<file path="src/rtl/pipe_stall_ctl_pkg.sv">
// Shared types and constants for the fetch-side stall/flush controller.
package pipe_stall_ctl_pkg;

    typedef enum logic [1:0] {
        ST_RUN   = 2'd0,
        ST_STALL = 2'd1,
        ST_FLUSH = 2'd2
    } state_e;

    localparam int unsigned DEF_PC_W    = 8;
    localparam int unsigned DEF_INSTR_W = 16;

    localparam logic [DEF_PC_W-1:0]    DEF_RESET_PC = 8'h00;
    localparam logic [DEF_INSTR_W-1:0] NOP_INSTR    = '0;

    // Redirect beats stall, stall beats advance.
    function automatic state_e next_state(input logic branch, input logic stall_req);
        if (branch) begin
            return ST_FLUSH;
        end else if (stall_req) begin
            return ST_STALL;
        end
        return ST_RUN;
    endfunction

endpackage

</file>
<file path="src/rtl/pipe_stall_ctl_sat_counter.sv">
// Saturating up-counter with synchronous clear; clear wins over increment.
module pipe_stall_ctl_sat_counter #(
    parameter int unsigned CNT_W = 16
) (
    input  logic             clk,
    input  logic             rst,
    input  logic             inc,
    input  logic             clr,
    output logic [CNT_W-1:0] count
);

    logic [CNT_W-1:0] count_q;
    logic [CNT_W-1:0] count_d;

    always_comb begin
        count_d = count_q;
        if (clr) begin
            count_d = '0;
        end else if (inc && !(&count_q)) begin
            count_d = count_q + CNT_W'(1);
        end
    end

    always_ff @(posedge clk or posedge rst) begin
        if (rst) begin
            count_q <= '0;
        end else begin
            count_q <= count_d;
        end
    end

    assign count = count_q;

endmodule

</file>
<file path="src/rtl/pipe_stall_ctl.sv">
// Fetch-side pipeline controller: owns the PC and IF/ID register and applies
// load-use stalls and branch redirects, with saturating debug counters.
module pipe_stall_ctl
    import pipe_stall_ctl_pkg::*;
#(
    parameter int unsigned     PC_W      = DEF_PC_W,
    parameter int unsigned     INSTR_W   = DEF_INSTR_W,
    parameter logic [PC_W-1:0] RESET_PC  = PC_W'(DEF_RESET_PC),
    parameter int unsigned     MAX_STALL = 4,
    parameter int unsigned     CNT_W     = 16
) (
    input  logic               clk,
    input  logic               rst,
    input  logic               hazard,
    input  logic               branch_taken,
    input  logic [PC_W-1:0]    branch_target,
    input  logic [INSTR_W-1:0] instr_in,
    output logic [PC_W-1:0]    pc,
    output logic [INSTR_W-1:0] if_id_instr,
    output logic [PC_W-1:0]    if_id_pc,
    output logic               if_id_valid,
    output logic               id_ex_bubble,
    output logic [1:0]         state,
    output logic [CNT_W-1:0]   stall_cnt,
    output logic [CNT_W-1:0]   flush_cnt,
    output logic               stall_err
);

    state_e state_q;
    state_e state_d;

    logic [PC_W-1:0]    pc_q;
    logic [INSTR_W-1:0] if_id_instr_q;
    logic [PC_W-1:0]    if_id_pc_q;
    logic               if_id_valid_q;
    logic               stall_err_q;
    logic [CNT_W-1:0]   run_len;

    logic stall_req;
    logic do_flush;
    logic do_stall;
    logic do_advance;
    logic err_hit;

    // A bubble already sitting in IF/ID cannot be the consumer of a load-use hazard.
    assign stall_req = hazard & if_id_valid_q;

    // State register
    always_ff @(posedge clk or posedge rst) begin
        if (rst) begin
            state_q <= ST_RUN;
        end else begin
            state_q <= state_d;
        end
    end

    // Next-state logic
    always_comb begin
        state_d = next_state(branch_taken, stall_req);
    end

    // Output / action decode
    always_comb begin
        do_flush     = 1'b0;
        do_stall     = 1'b0;
        do_advance   = 1'b0;
        id_ex_bubble = branch_taken | stall_req;
        unique case (state_d)
            ST_FLUSH: do_flush   = 1'b1;
            ST_STALL: do_stall   = 1'b1;
            default:  do_advance = 1'b1;
        endcase
    end

    always_ff @(posedge clk or posedge rst) begin
        if (rst) begin
            pc_q          <= RESET_PC;
            if_id_instr_q <= INSTR_W'(NOP_INSTR);
            if_id_pc_q    <= '0;
            if_id_valid_q <= 1'b0;
        end else if (do_flush) begin
            // Squash the ID instruction and drop the wrong-path fetch.
            pc_q          <= branch_target;
            if_id_instr_q <= INSTR_W'(NOP_INSTR);
            if_id_valid_q <= 1'b0;
        end else if (do_advance) begin
            pc_q          <= pc_q + PC_W'(1);
            if_id_instr_q <= instr_in;
            if_id_pc_q    <= pc_q;
            if_id_valid_q <= 1'b1;
        end
    end

    // The run length after this edge reaches MAX_STALL when it currently sits one below.
    assign err_hit = do_stall && (run_len >= CNT_W'(MAX_STALL - 1));

    always_ff @(posedge clk or posedge rst) begin
        if (rst) begin
            stall_err_q <= 1'b0;
        end else if (err_hit) begin
            stall_err_q <= 1'b1;
        end
    end

    pipe_stall_ctl_sat_counter #(
        .CNT_W (CNT_W)
    ) u_stall_cnt (
        .clk   (clk),
        .rst   (rst),
        .inc   (do_stall),
        .clr   (1'b0),
        .count (stall_cnt)
    );

    pipe_stall_ctl_sat_counter #(
        .CNT_W (CNT_W)
    ) u_flush_cnt (
        .clk   (clk),
        .rst   (rst),
        .inc   (do_flush),
        .clr   (1'b0),
        .count (flush_cnt)
    );

    pipe_stall_ctl_sat_counter #(
        .CNT_W (CNT_W)
    ) u_run_len (
        .clk   (clk),
        .rst   (rst),
        .inc   (do_stall),
        .clr   (!do_stall),
        .count (run_len)
    );

    assign pc          = pc_q;
    assign if_id_instr = if_id_instr_q;
    assign if_id_pc    = if_id_pc_q;
    assign if_id_valid = if_id_valid_q;
    assign state       = state_q;
    assign stall_err   = stall_err_q;

endmodule

</file>
<file path="config.mk">
export PLATFORM = sky130hd
export DESIGN_NAME = pipe_stall_ctl
export DESIGN_NICKNAME = d
export VERILOG_FILES = /design/src/rtl/pipe_stall_ctl_pkg.sv /design/src/rtl/pipe_stall_ctl_sat_counter.sv /design/src/rtl/pipe_stall_ctl.sv
export SDC_FILE = /design/constraint.sdc
export NUM_CORES = 1
export LEC_CHECK = 0
export BUFFER_PORTS_ARGS = -buffer_cell sky130_fd_sc_hd__buf_4
export CORE_MARGIN = 8
export CORE_UTILIZATION = 40
export DETAILED_ROUTE_END_ITERATION = 16
export SLEW_MARGIN = 30
export SYNTH_ARGS = -nofsm -noshare
export SYNTH_HDL_FRONTEND = slang
export SYNTH_SLANG_ARGS = --single-unit
</file>
<file path="constraint.sdc">
create_clock -name clk -period 7.1 [get_ports clk]
set_clock_uncertainty 0.2 [all_clocks]
set_input_delay 0.71 -clock clk [delete_from_list [all_inputs] [get_ports clk]]
set_output_delay 0.71 -clock clk [all_outputs]
set_load 0.005 [all_outputs]
</file>
# == Yosys cells after proc, flatten, opt, wreduce, memory -nomap -nowiden ==
# Cells that the tools add are included.
# word_totals
in_bits,28
wordCells,49
reg_bits,84
# op_classes
bitwise_logic,4
magnitude_cmp,1
eq_ne,4
n_addsub,4
muxes,15
n_reduce_logical,12
# op_table
op,n
$mux 16,4
$add 16x1->16 const B,3
$reduce_and 16->1,3
$ge 16x2->1 const B,1
$mux 8,2
$add 8x1->8 const B,1
$mux 1,6
$mux 2,3
$logic_and 1x1->1,4
$ne 2x1->1 const B,2
$logic_not 1->1,3
$eq 2x1->1 const B,1
$eq 2x2->1 const B,1
$not 1->1,2
$reduce_and 2->1,1
$reduce_or 2->1,1
$and 1x1->1,1
$or 1x1->1,1

# == Longest topological paths before layout ==
# Gate-level depths: netlist of the first run.
# logic_depth
word_depth,9
ltp_mapped,7
depth_no_buf,5

# == Hierarchy ==
# A second synthesis of the first run with hierarchy kept.
# hier_totals
hier_cells,462
area_unflattened_um2,4307.9
# modules_own_cells
module,cells_each,instances,area_each_um2
pipe_stall_ctl_sat_counter,104,3,922.1
pipe_stall_ctl,150,1,1541.5

# == Worst setup path before layout of the first run ==
# Ideal clock, no wire load.
# synth_path
path_kind,input-to-output
startpoint,in hazard
endpoint,out id_ex_bubble
setup_slack_ps,4668
t_arrival_ps,1522
path_stages,4
path_buffers,1
cell_sequence,and2_1 clkbuf_1 nor2_1 inv_1
# synth_via
elab_chain_cells,2
# synth_lines
item,line,text
start: declaration,pipe_stall_ctl.sv:14,"input logic hazard,"
$and 1x1->1,pipe_stall_ctl.sv:46,assign stall_req = hazard & if_id_valid_q;
$or 1x1->1,pipe_stall_ctl.sv:67,id_ex_bubble = branch_taken | stall_req;
end: declaration,pipe_stall_ctl.sv:22,"output logic id_ex_bubble,"
# Every way passes these cells.

# == Final worst setup path of the first run ==
# Same ends and word-level chain as after synthesis.

==> results of run 1 <==
## layout make-up
cell class	count	area, um^2	share of cell area [%]
inverter	7	27.5	0.553
clock buffer	9	124	2.49
sequential	84	2100	42.3
clock inverter	7	51.3	1.03
multi-input combinational	285	1770	35.6
timing repair buffer	97	732	14.7
tap	133	166	3.35
## logic make-up after synthesis
kind of cell | synth area share [%]
AND/OR/NAND/NOR | 20.4
flip-flops | 53.0
AO/OA/AOI/OAI | 11.2
XOR/XNOR | 7.07
buffers and inverters | 2.30
multiplexers | 4.70
adder cells (fa/ha/maj) | 1.26
## metrics by stage
stage / hold slack (ns) / instances / utilization, %
after CTS: 0.269 / 622 / 51.4
after global placement: 0.253 / 606 / 49.5
after floorplan: 0.251 / 389 / -
after global routing: 0.290 / 622 / 51.4
final: 0.279 / 622 / 51.4
after detailed placement: 0.248 / 606 / 49.6
## registers in the layout (all words and copies together), names as in the netlist
name	count
u_run_len.count	16
stall_err	1
if_id_instr	16
state	2
u_flush_cnt.count	16
if_id_pc	8
pc	8
if_id_valid	1
u_stall_cnt.count	16
## power groups by stage
stage	logic [mW]	registers (mW)	clock network, mW
5_1_grt	0.243	0.611	0.338
3_5_place_dp	0.222	0.607	0
6_report	0.217	0.598	0.309
2_1_floorplan	0.0962	0.596	0
3_3_place_gp	0.216	0.606	0
4_1_cts	0.223	0.598	0.319
## worst max-delay path by stage
stage                       startpoint              endpoint  depth (start not counted)
after floorplan                    rst        if_id_instr[0]                          1
after detailed placement  branch_taken  u_stall_cnt.count[1]                          5
final                           hazard          id_ex_bubble                          5
after global placement    branch_taken  u_stall_cnt.count[1]                          5
after CTS                       hazard          id_ex_bubble                          5
after global routing            hazard          id_ex_bubble                          5
## cells in the final DEF (no fill, tap or decap), drive strengths merged, types with 7 or more instances in the layout
cell type  netlist  layout
a21oi           30      30
and3            12      12
and4             8       8
buf              4      97
clkbuf           9       9
dfrtp           84      84
inv              6       7
mux2            13      13
nand2           64      64
nand3           17      17
nand4           16      16
nor2             7       7
nor3            10      10
o21ai           17      17
xnor2           14      14
xor2            18      18
## per-layer routing
layer  vias up  track usage [%]  part of all wire (%)
met4         0             5.25                   1.2
met5         -                0                     0
li1       1598                -                     -
met3        11             3.80                   5.7
met2        87             25.1                    48
met1      1558             19.3                    45
==> impl.org, run 1 <==
** Final layout
- From synthesis to final layout, the design area changed by 25.5%.
- Filler cell count :: between 900 and 1000
- After routing the design area is between 4000 and 5000 um^2.
- Final net count :: between 500 and 600
- Antenna diode count :: 0
- Layout cells sized above 1 :: ~27%

** Global routing
- After global routing the overflow that remains totals 0.
- Number of antenna violations at the first check in global routing :: 0
- Number of global-route vias before repair :: approximately 3300
- The first global-routing pass estimated 16.6 mm of wire.
- Largest net degree at the start of global routing :: 85
- For this run, the total global-route usage over all layers was measured as about 15%.

** Logic synthesis
- Library cell occupying the most area in the post-synthesis netlist :: sky130_fd_sc_hd__dfrtp_1
- Sorting the synthesized cells by how often they occur yields sky130_fd_sc_hd__dfrtp_1 (84), sky130_fd_sc_hd__nand2_1 (64), sky130_fd_sc_hd__a21oi_1 (30).
- FFs w/ async S/R, synth :: 100%
- By instance count, the leading cell after synthesis is sky130_fd_sc_hd__dfrtp_1.
- Area contributors post-synth :: sky130_fd_sc_hd__dfrtp_1 (53%), sky130_fd_sc_hd__nand2_1 (6.1%), sky130_fd_sc_hd__xor2_1 (4.0%)
- Flops & latches, synth :: 84
- The share of the Yosys chip area taken by registers is 53.0%.
- Counting distinct cell types in the post-synthesis netlist gives between 40 and 50.
- In this run the cell area of the synthesized design comes to slightly below 4000 um^2.
- After synthesis, the mean cell area works out to 10.2 um^2.
- Yosys warnings :: 0
- Most used DFF post-synth :: sky130_fd_sc_hd__dfrtp_1
- The synthesized design contains 0 enable-type register cells.
- Synthesis produced a netlist whose cell count is a little under 400.
- The number of nets in the synthesized netlist is 421.
- The top cell type by area accounts for a little over half of the synthesized area.

** Worst setup path
- CP Buf/Inv Count :: 3
- STA puts the critical path data required time at ~6.2 ns.
- Crit path max-delay cell type :: sky130_fd_sc_hd__nor2_1
- Endpoint of the worst register-to-register path :: u_stall_cnt.count[1]
- Broken down by cell family, the worst path's largest delay share belongs to simple AND/OR/NAND/NOR gates.
- STA classifies the critical path startpoint as a primary input.
- Traced cell by cell, the critical path runs through buf_4 -> and2_1 -> nor2_1 -> inv_1 -> buf_4.
- Cell count of the worst reg-to-reg path :: 4
- Most used cell along the critical path :: sky130_fd_sc_hd__buf_4
- Worst reg-to-reg setup slack :: 4.62 ns
- Critical register-to-register path startpoint :: if_id_valid
- For the worst setup path, the data arrival time is between 2 and 2.5 ns.
- The setup path with the least slack is of type primary input to output port.
- On the worst path, the slowest cell contributes a delay of 0.66 ns.
- Crit end category :: output port
- Largest fanout of any net on the critical path :: 17

** Timing
- RSZ-0062 raised after global routing :: no
- For this run, the top clock speed supported by timing is 0.334 GHz.
- At the pin with the least slew margin, the transition time is between 0.7 and 0.8 ns.
- Final total negative setup slack :: 0 ns
- Measured against its own limit, the worst slew margin works out to about 47%.
- After layout, the minimum clock period comes to ~3 ns.
- Worst path setup slack after routing :: 4.11 ns
- Hold Vio Cnt, Final :: 0
- The count of final max-slew check failures came to 0.
- Dividing the final minimum period by the clock period gives ~42%.
- Setup violations remaining at the end of the flow were counted as 0.

** Placed design
- The HPWL after detailed placement is roughly 7.2 mm.
- In this run the cell area measured after placement is between 4000 and 5000 um^2.
- OpenSTA, run right after detailed placement, puts the worst setup slack at between 3 and 4 ns.
- At the end of routability-driven placement, the weighted congestion stood at approximately 0.83.
- Input/output buffers :: 96

** Pwr
- Final Total Pwr :: around 1.1 mW
- Dividing total power by cell area gives a power density of 226 nW/um^2.
- Sequential group share of total power :: approximately 53%
- Comb pwr share :: 19.3%
- For this design the total switching power over the nets is between 300 and 400 uW.
- Of the total power, the share spent switching nets is between 30% and 40%.
- VDD sags by at most around 120 uV.
- The analysis attributes to cell leakage a power of between 2 and 2.5 nW.
- Share of power burned in the clock network :: 27.5%
- The internal portion of the total power is just under 800 uW.

** Min path
- Start point of the worst hold path :: stall_err
- Hold Path Cell Cnt :: 1
- Worst min-delay path endpoint :: stall_err
- In this run the worst hold path is classified as register to register.

** Detailed routing
- The routed design has between 9 and 10 mm of wire.
- In this run, the number of DRC markers left after iteration 0 of detailed routing was roughly 150.
- For this run, the detailed router's first-pass iteration total came to 4.
- The detail route stage leaves a number of antenna-violating nets equal to 0.
- Dividing the detail-routed wire length by the instance count gives between 15 and 20 um.
- Number of vias per cell :: roughly 5.2
- In the routed design, unresolved DRC markers number 0.
- DR vias :: 3254

** Die
- Die extent in y :: roughly 120 um
- The region available for standard cell placement spans 9680 um^2.
- The initial utilization of the core area, before any placement, comes to between 40% and 50%.
- During I/O placement, the number of pins put on the boundary was 97.
- Core Rows :: 36
- Overall die area :: roughly 13000 um^2
- The die is 116 um wide.

** Clock network
- # clock sinks :: 84
- Clock Pin Slew Worst Setup and Hold Paths :: ~0.08 ns
- Clk_lat worst skew :: ~0.35 ns
- Root Buffer Master :: sky130_fd_sc_hd__clkbuf_8
- Quantity of gates resized following cts :: 0
- CTS max path bufs :: 2
- Clock tree from TritonCTS :: done
- Htree depth :: 3
- TritonCTS created 9 clock buffers.
- Setup repair bufs after CTS :: 0
- For this design, the CTS-stage hold fixing added 0 buffers.

** Flow run
- Across the run, the number of max-cap violations was 0.

** Outcome
- Run status :: complete, no violations
(Power assumes the default switching activity.)
==> inputs of run 2 (changes only) <==
==> constraint.sdc (replaced) <==
create_clock -name clk -period 3.1 [get_ports clk]
set_clock_uncertainty 0.2 [all_clocks]
set_input_delay 0.31 -clock clk [delete_from_list [all_inputs] [get_ports clk]]
set_output_delay 0.31 -clock clk [all_outputs]
set_load 0.005 [all_outputs]
==> run 2 against run 1 <==
Net effect:
- via count rose by 4.7%
- global-route usage rose by 0.86 points
- largest cell class unchanged
- first-iteration DRC count rose by 38%
- highest routed layer unchanged
- clock-buffer cell count rose by 2
- die area did not move
- worst setup slack got worse by 3.3 ns
==> impl.org, run 2 (synthesis results as in run 1) <==
** Worst setup path
- STA classifies the critical path startpoint as a register.
- The data required time at the worst endpoint came to 2.59 ns (-3.60 ns).
- Crit path max-delay cell type :: sky130_fd_sc_hd__and2_1
- The critical path is of the register to output port type.
- The number of buffers and inverters on the critical path came to 3 (unchanged).
- Most used cell along the critical path :: sky130_fd_sc_hd__buf_4
- Largest stage delay, worst path :: 0.56 ns (-0.10 ns)
- Crit end category :: output port
- Kind of cell with the highest combined delay on the critical path :: simple AND/OR/NAND/NOR gates
- Largest fanout of any net on the critical path :: 17 (unchanged)
- The arrival time of the worst setup path is 1.78 ns (-0.30 ns).
- Cells along the critical path :: and2_1 -> nor2_1 -> buf_4 -> inv_1 -> buf_4

** Die
- The top-level I/O count was 97 (unchanged).
- The x dimension of the die came to 116 um (unchanged).
- Core Rows :: 36 (unchanged)
- The effective utilization at floorplan was 40.9% (unchanged).
- Die extent in y :: 116 um (unchanged)
- The core region area was 9680 um^2 (unchanged).
- Overall die area :: 13400 um^2 (unchanged)

** Clock network
- The H-tree depth came to 3 (unchanged).
- The number of buffers inserted by hold repair at cts came to 22 (+22).
- TritonCTS built the clock tree.
- The tree is rooted in a sky130_fd_sc_hd__clkbuf_8.
- The number of buffers created by CTS was 9 (unchanged).
- The number of buffers between clock root and the deepest sink came to 2 (unchanged).
- Setup repair bufs after CTS :: 0 (unchanged)
- The count of instances resized after the clock tree is built came to 0 (unchanged).
- Clock Pin Slew Worst Setup and Hold Paths :: 0.08 ns (about the same)
- The number of clock sinks came to 84 (unchanged).
- Clk_lat worst skew :: 0.35 ns (about the same)

** Flow run
- The number of maximum-capacitance constraint violations came to 0 (unchanged).

** Final layout
- Commonest non-fill, non-tap cell in the layout :: sky130_fd_sc_hd__buf_4
- The fill cell total of the finished layout was 884 (-2.5%).
- The library cells used most frequently in the layout, excluding fill and tap cells, are sky130_fd_sc_hd__buf_4 (101), sky130_fd_sc_hd__dfrtp_1 (84), sky130_fd_sc_hd__nand2_1 (64), sky130_fd_sc_hd__a21oi_1 (30), sky130_fd_sc_hd__dlygate4sd3_1 (23).
- The fraction of layout cells with a size suffix above 1 was 26.4% (-0.64 points).
- The utilization after layout came to 54.6% (+3.3 points).
- Final net count :: 543 (+5.2%)
- Relative to the synthesized area, the layout overhead comes to 33.4%.
- Antenna diode count :: 0 (unchanged)

** Timing
- Final total negative setup slack :: 0 ns (unchanged)
- Share of the cycle needed by the critical path after routing :: ~74%
- Hold Vio Cnt, Final :: 0 (unchanged)
- Slew HR :: 51.9% (+5.1 points)
- Final critical-path required period :: between 2 and 2.5 ns
- Max Freq :: between 0.4 and 0.5 GHz
- Max-slew violation total from the final report :: 0 (unchanged)
- The actual transition at the worst max-transition pin was 0.720 ns (-0.0755 ns).
- RSZ-0062 raised after global routing :: no
- Final count of negative-setup-slack endpoints :: 0 (unchanged)

** Placed design
- Input/output buffers :: 96 (unchanged)
- The sum of net half-perimeters after detailed placement is 7.46 mm (+3.9%).
- Routability-driven placement congestion ratio :: 0.882 (+6.4%)

** Pwr
- The maximum ir drop on the vdd rail was 260 uV (+110%).
- Total power per unit cell area :: 531 nW/um^2 (+140%)
- Leakage power :: 2.43 nW (+6.5%)

** Global routing
- The total global routing overflow was 0 (unchanged).
- The via count of the first global-routing pass was 3351 (+0.21%).
- The first-pass GRT wire length came to 17.1 mm (+3.5%).
- Largest net degree at the start of global routing :: 43 (-49%)
- Overall Global Routing Usage :: 16.2% (+0.86 points)
- Number of antenna violations at the first check in global routing :: 0 (unchanged)

** Detailed routing
- The number of DRC markers after the initial detailed-route iteration was 201 (+38%).
- The count of vias placed by the detailed router is 3408 (+4.7%).
- DRT Pass-1 Iters :: 4 (unchanged)
- The total detailed-routing wirelength came to 10.5 mm (+5.6%).
- Number of vias per cell :: 5.25 (+0.38%)
- The post-route antenna net violation count was 0 (unchanged).
- WL per Instance :: 16.1 um (+1.2%)
- The post-detailed-route DRC marker count is 0 (unchanged).

** Min path
- The tightest min-delay check is of the primary input to register type.

** Outcome
- The run finished with clean final reports.
[run 2: changes by cell type in the layout (fill, tap and decap cells not counted), sizes merged]
cell / change
dlygate4sd3: +23
buf: +4
clkinv: -1
bufinv: +2
clkinvlp: -2
clkbuf: +2
inv: -1
[run 2: worst paths after layout]
path | start | end | slack (ns) | cells after the start
max reg2reg | u_flush_cnt.count[11] | u_flush_cnt.count[1] | 0.86 | 4
min reg2reg | stall_err | stall_err | 0.29 | 1
max in group asynchronous | rst | if_id_instr[1] | 1.63 | 4
min in group asynchronous | rst | state[0] | 0.39 | 3
max | if_id_valid | id_ex_bubble | 0.81 | 5
min | instr_in[12] | if_id_instr[12] | 0.02 | 3
[run 2: cell type report]
cell class | count | area [um^2] | share of cell area, %
sequential | 84 | 2100 | 39.7
clock buffer | 11 | 151 | 2.86
inverter | 7 | 27.5 | 0.520
timing repair buffer | 124 | 988 | 18.7
multi-input combinational | 285 | 1770 | 33.5
tap | 133 | 166 | 3.15
clock inverter | 5 | 82.6 | 1.56
[run 2: worst register-to-register path: cells and delay by family (launching register included)]
family	cells	cell delay [ns]
simple gates	2	0.88
compound gates	1	0.28
flops	1	0.44
mux	1	0.33
[run 2: through the flow]
step / setup slack (ns) / cell area (um^2) / cells / hold WS, ns / power [mW]
final: 0.810 / 5290 / 649 / 0.0177 / 2.81
after global routing: 0.656 / 5290 / 649 / 0.000823 / 2.97
after detailed placement: 0.878 / 4830 / 610 / 0.237 / 1.91
after CTS: 0.747 / 5280 / 648 / 0.00575 / 2.85
after floorplan: 0.425 / 3970 / 389 / 0.181 / 1.59
after global placement: 0.991 / 4830 / 610 / 0.224 / 1.89
[run 2: routing by layer]
layer	GRT usage, %	part of all wire, %	vias to the layer above
met5	0	0	-
met4	5.43	0.69	0
met3	5.05	6.8	7
met2	26.7	49	95
met1	19.7	44	1658
li1	-	-	1648
[run 2: where the power goes]
part | switching (mW) | internal, mW | total (mW) | leakage (nW)
logic | 0.229 | 0.304 | 0.534 | 1.20
clock network | 0.404 | 0.501 | 0.905 | 0.120
registers | 0.156 | 1.21 | 1.37 | 1.11
total | 0.789 | 2.02 | 2.81 | 2.43
==> inputs of run 3 (changes only) <==
--- a/config.mk
+++ b/config.mk
@@ -9,6 +9,7 @@
 export CORE_MARGIN = 8
 export CORE_UTILIZATION = 40
 export DETAILED_ROUTE_END_ITERATION = 16
+export PLACE_DENSITY = 0.65
 export SLEW_MARGIN = 30
 export SYNTH_ARGS = -nofsm -noshare
 export SYNTH_HDL_FRONTEND = slang
==> constraint.sdc (replaced) <==
create_clock -name clk -period 2.1 [get_ports clk]
set_clock_uncertainty 0.2 [all_clocks]
set_input_delay 0.21 -clock clk [delete_from_list [all_inputs] [get_ports clk]]
set_output_delay 0.21 -clock clk [all_outputs]
set_load 0.005 [all_outputs]
==> run 3 against run 2 <==
Net effect:
- core utilization up 1.7 points
- sequential power increased by 48%
- final cell count increased by 2.5%
- first-iteration DRC count is 11% lower
- design area rose by 3.1%
- hold slack better by 0.027 ns
- power increased by 51%
- sequential share of layout area decreased by 1.2 points
- die area did not move
- register-to-register slack lost 0.76 ns
- global-route usage increased by 0.29 points
- critical path type is now register to register
- largest power group unchanged
==> impl.org, run 3 (synthesis results as in run 1) <==
** Global routing
- Largest net degree at the start of global routing :: 36 (-16%)
- Number of antenna violations at the first check in global routing :: 0 (unchanged)
- The via count of the first global-routing pass came to 3537 (+5.6%).
- The first-pass GRT wire length is 17.6 mm (+2.4%).
- Total congestion overflow after global routing :: 0 (unchanged)
- The aggregate global-route resource usage was 16.5% (+0.29 points).

** Pwr
- The total power divided by cell area is 778 nW/um^2 (+47%).
- The maximum ir drop on the vdd rail was 476 uV (+83%).
- Leakage power :: 2.51 nW (+3.5%)
- The internal cell power came to 3.12 mW (+54%).
- The relative contribution of combinational cells to total power came to 18.9% (about the same).
- The switching portion of total power is 26.6% (-1.5 points).
- The clock network fraction of total power is 33.3% (+1.1 points).
- Sequential group share of total power :: 47.8% (-1.0 points)
- Switching power :: 1.13 mW (+43%)
- Final Total Pwr :: 4.25 mW (+51%)

** Timing
- Setup repair after global routing left no endpoint under its margin.
- The count of final max-slew check failures was 0 (unchanged).
- Final total negative setup slack :: 0 ns (unchanged)
- Worst slew pin tran :: 0.617 ns (-0.103 ns)
- Subtracting the final worst setup slack from the clock period gives around 2 ns.
- The number of hold violations in the final report came to 0 (unchanged).
- Final count of negative-setup-slack endpoints :: 0 (unchanged)
- Slew HR :: 58.5% (+6.6 points)
- Share of the cycle needed by the critical path after routing :: between 90 and 100%
- Max Freq :: approximately 0.5 GHz

** Die
- Width of the chip :: 116 um (unchanged)
- Count of boundary I/O pins :: 97 (unchanged)
- Overall die area :: 13400 um^2 (unchanged)
- Core Rows :: 36 (unchanged)
- Core Footprint :: 9680 um^2 (unchanged)
- Effective utilization at floorplan :: 40.9% (unchanged)
- Die extent in y :: 116 um (unchanged)

** Placed design
- The number of input and output port buffers inserted was 96 (unchanged).
- Detailed placement HPWL :: 7.47 mm (+0.12%)
- Placed Cells :: 623 (+2.1%)
- The routability-driven placement congestion ratio was 0.914 (+3.7%).

** Outcome
- Run status :: complete, no violations

** Clock network
- TritonCTS built the clock tree.
- The number of clock sinks was 84 (unchanged).
- Root Buffer Master :: sky130_fd_sc_hd__clkbuf_8
- Clock Pin Slew Worst Setup and Hold Paths :: 0.08 ns (about the same)
- The count of instances resized after the clock tree is built came to 0 (unchanged).
- Setup repair bufs after CTS :: 0 (unchanged)
- The number of buffers between clock root and the deepest sink was 2 (unchanged).
- Clk_lat worst skew :: 0.34 ns (about the same)
- The number of buffers created by CTS was 9 (unchanged).
- The H-tree depth is 3 (unchanged).

** Worst setup path
- The data required time at the worst endpoint was 2.13 ns (-0.46 ns).
- Walking the worst path, the cells encountered are ha_1 -> and4_1 -> nand3_1 -> o21ai_0 -> mux2_2.
- Crit path max-delay cell type :: sky130_fd_sc_hd__dfrtp_1
- Startpoint type of the worst setup path :: register
- The critical-path maximum fanout is 5 (-12).
- Kind of critical path :: register to register
- The stage delay of the slowest cell on the critical path was 0.44 ns (-0.12 ns).
- Crit end category :: register
- Crit path arrival time :: 2.03 ns (+0.25 ns)

** Detailed routing
- DRT Pass-1 Iters :: 4 (unchanged)
- The count of vias placed by the detailed router came to 3556 (+4.3%).
- The post-route antenna net violation count was 0 (unchanged).
- Iteration-0 DRC Markers :: 179 (-11%)
- Residual DRC :: 0 (unchanged)
- WL per Instance :: 15.7 um (-2.7%)
- The via density per instance is 5.35 (+1.8%).
- Final Routed Wirelength :: 10.4 mm (-0.32%)

** Final layout
- In the layout the commonest cells are sky130_fd_sc_hd__buf_4 (112), sky130_fd_sc_hd__dfrtp_1 (84), sky130_fd_sc_hd__nand2_1 (64), sky130_fd_sc_hd__a21oi_1 (30), sky130_fd_sc_hd__dlygate4sd3_1 (25).
- The fill cell total of the finished layout is 845 (-4.4%).
- The area growth from synthesis to layout is 37.6%.
- Finished Layout Cells :: 665 (+2.5%)
- Util after Layout :: 56.3% (+1.7 points)
- The fraction of layout cells with a size suffix above 1 is 27.9% (+1.5 points).
- The library cell used most frequently in the layout, excluding fill and tap cells, is sky130_fd_sc_hd__buf_4.
- Final net count :: 558 (+2.8%)

** Min path
- In this run the worst hold path is classified as primary input to register.

** Flow run
- The number of maximum-capacitance constraint violations is 0 (unchanged).
[run 3: per-stage QoR]
step           setup slack [ns]  cell area, um^2  hold WS [ns]
2_1_floorplan            0.0194             3970        0.0808
3_3_place_gp              0.191             4950        0.0984
3_5_place_dp              0.116             4950         0.108
4_1_cts                   0.100             5450        0.0253
5_1_grt                  0.0189             5450        0.0340
6_report                  0.103             5450        0.0445
[run 3: worst paths after layout]
path                                      startpoint              endpoint  slack (ns)  cells after the start
min in group asynchronous                        rst           if_id_pc[6]        0.29                      3
worst max-delay path            u_stall_cnt.count[0]  u_stall_cnt.count[1]        0.10                      5
max in group asynchronous                        rst   u_run_len.count[11]        0.86                      4
worst min register to register             stall_err             stall_err        0.27                      1
worst max register to register  u_stall_cnt.count[0]  u_stall_cnt.count[1]        0.10                      5
worst min-delay path                    branch_taken              state[1]        0.04                      2
[run 3: power groups by stage]
stage	Clock, mW	Sequential, mW	Combinational [mW]
final	1.41	2.03	0.803
after CTS	1.46	2.02	0.818
after detailed placement	0	2.05	0.777
after floorplan	0	2.02	0.326
after global routing	1.53	2.06	0.896
after global placement	0	2.04	0.769
[run 3: cell type report]
cell class | instances | area, um^2 | area share [%]
flip-flops and latches | 84 | 2100 | 38.5
multi-input cells | 285 | 1770 | 32.5
clock inverters | 4 | 95.1 | 1.74
diodes | 1 | 2.50 | 0.0459
well taps | 133 | 166 | 3.05
clock buffers | 12 | 155 | 2.84
repair buffers | 139 | 1130 | 20.7
inverters | 7 | 30.0 | 0.551
[run 3: per-layer routing]
layer	global-route usage, %	vias up	share of wire [%]
li1	-	1679	-
met1	21.6	1754	45
met2	25.6	110	48
met4	6.92	0	1.5
met3	3.80	13	6.2
met5	0	-	0
[run 3: timing repair]
action | CTS | global route
endpoints found under the hold margin | 45 | 0
setup endpoints to repair | 0 | 0
hold buffers | 25 | 0
[run 3: critical path: cells and delay by family (launching register included)]
family | cells | cell delay, ns
AND/OR/NAND/NOR | 2 | 0.33
flip-flops | 1 | 0.44
AO/OA/AOI/OAI | 1 | 0.31
adder cells (fa/ha/maj) | 1 | 0.23
multiplexers | 1 | 0.37
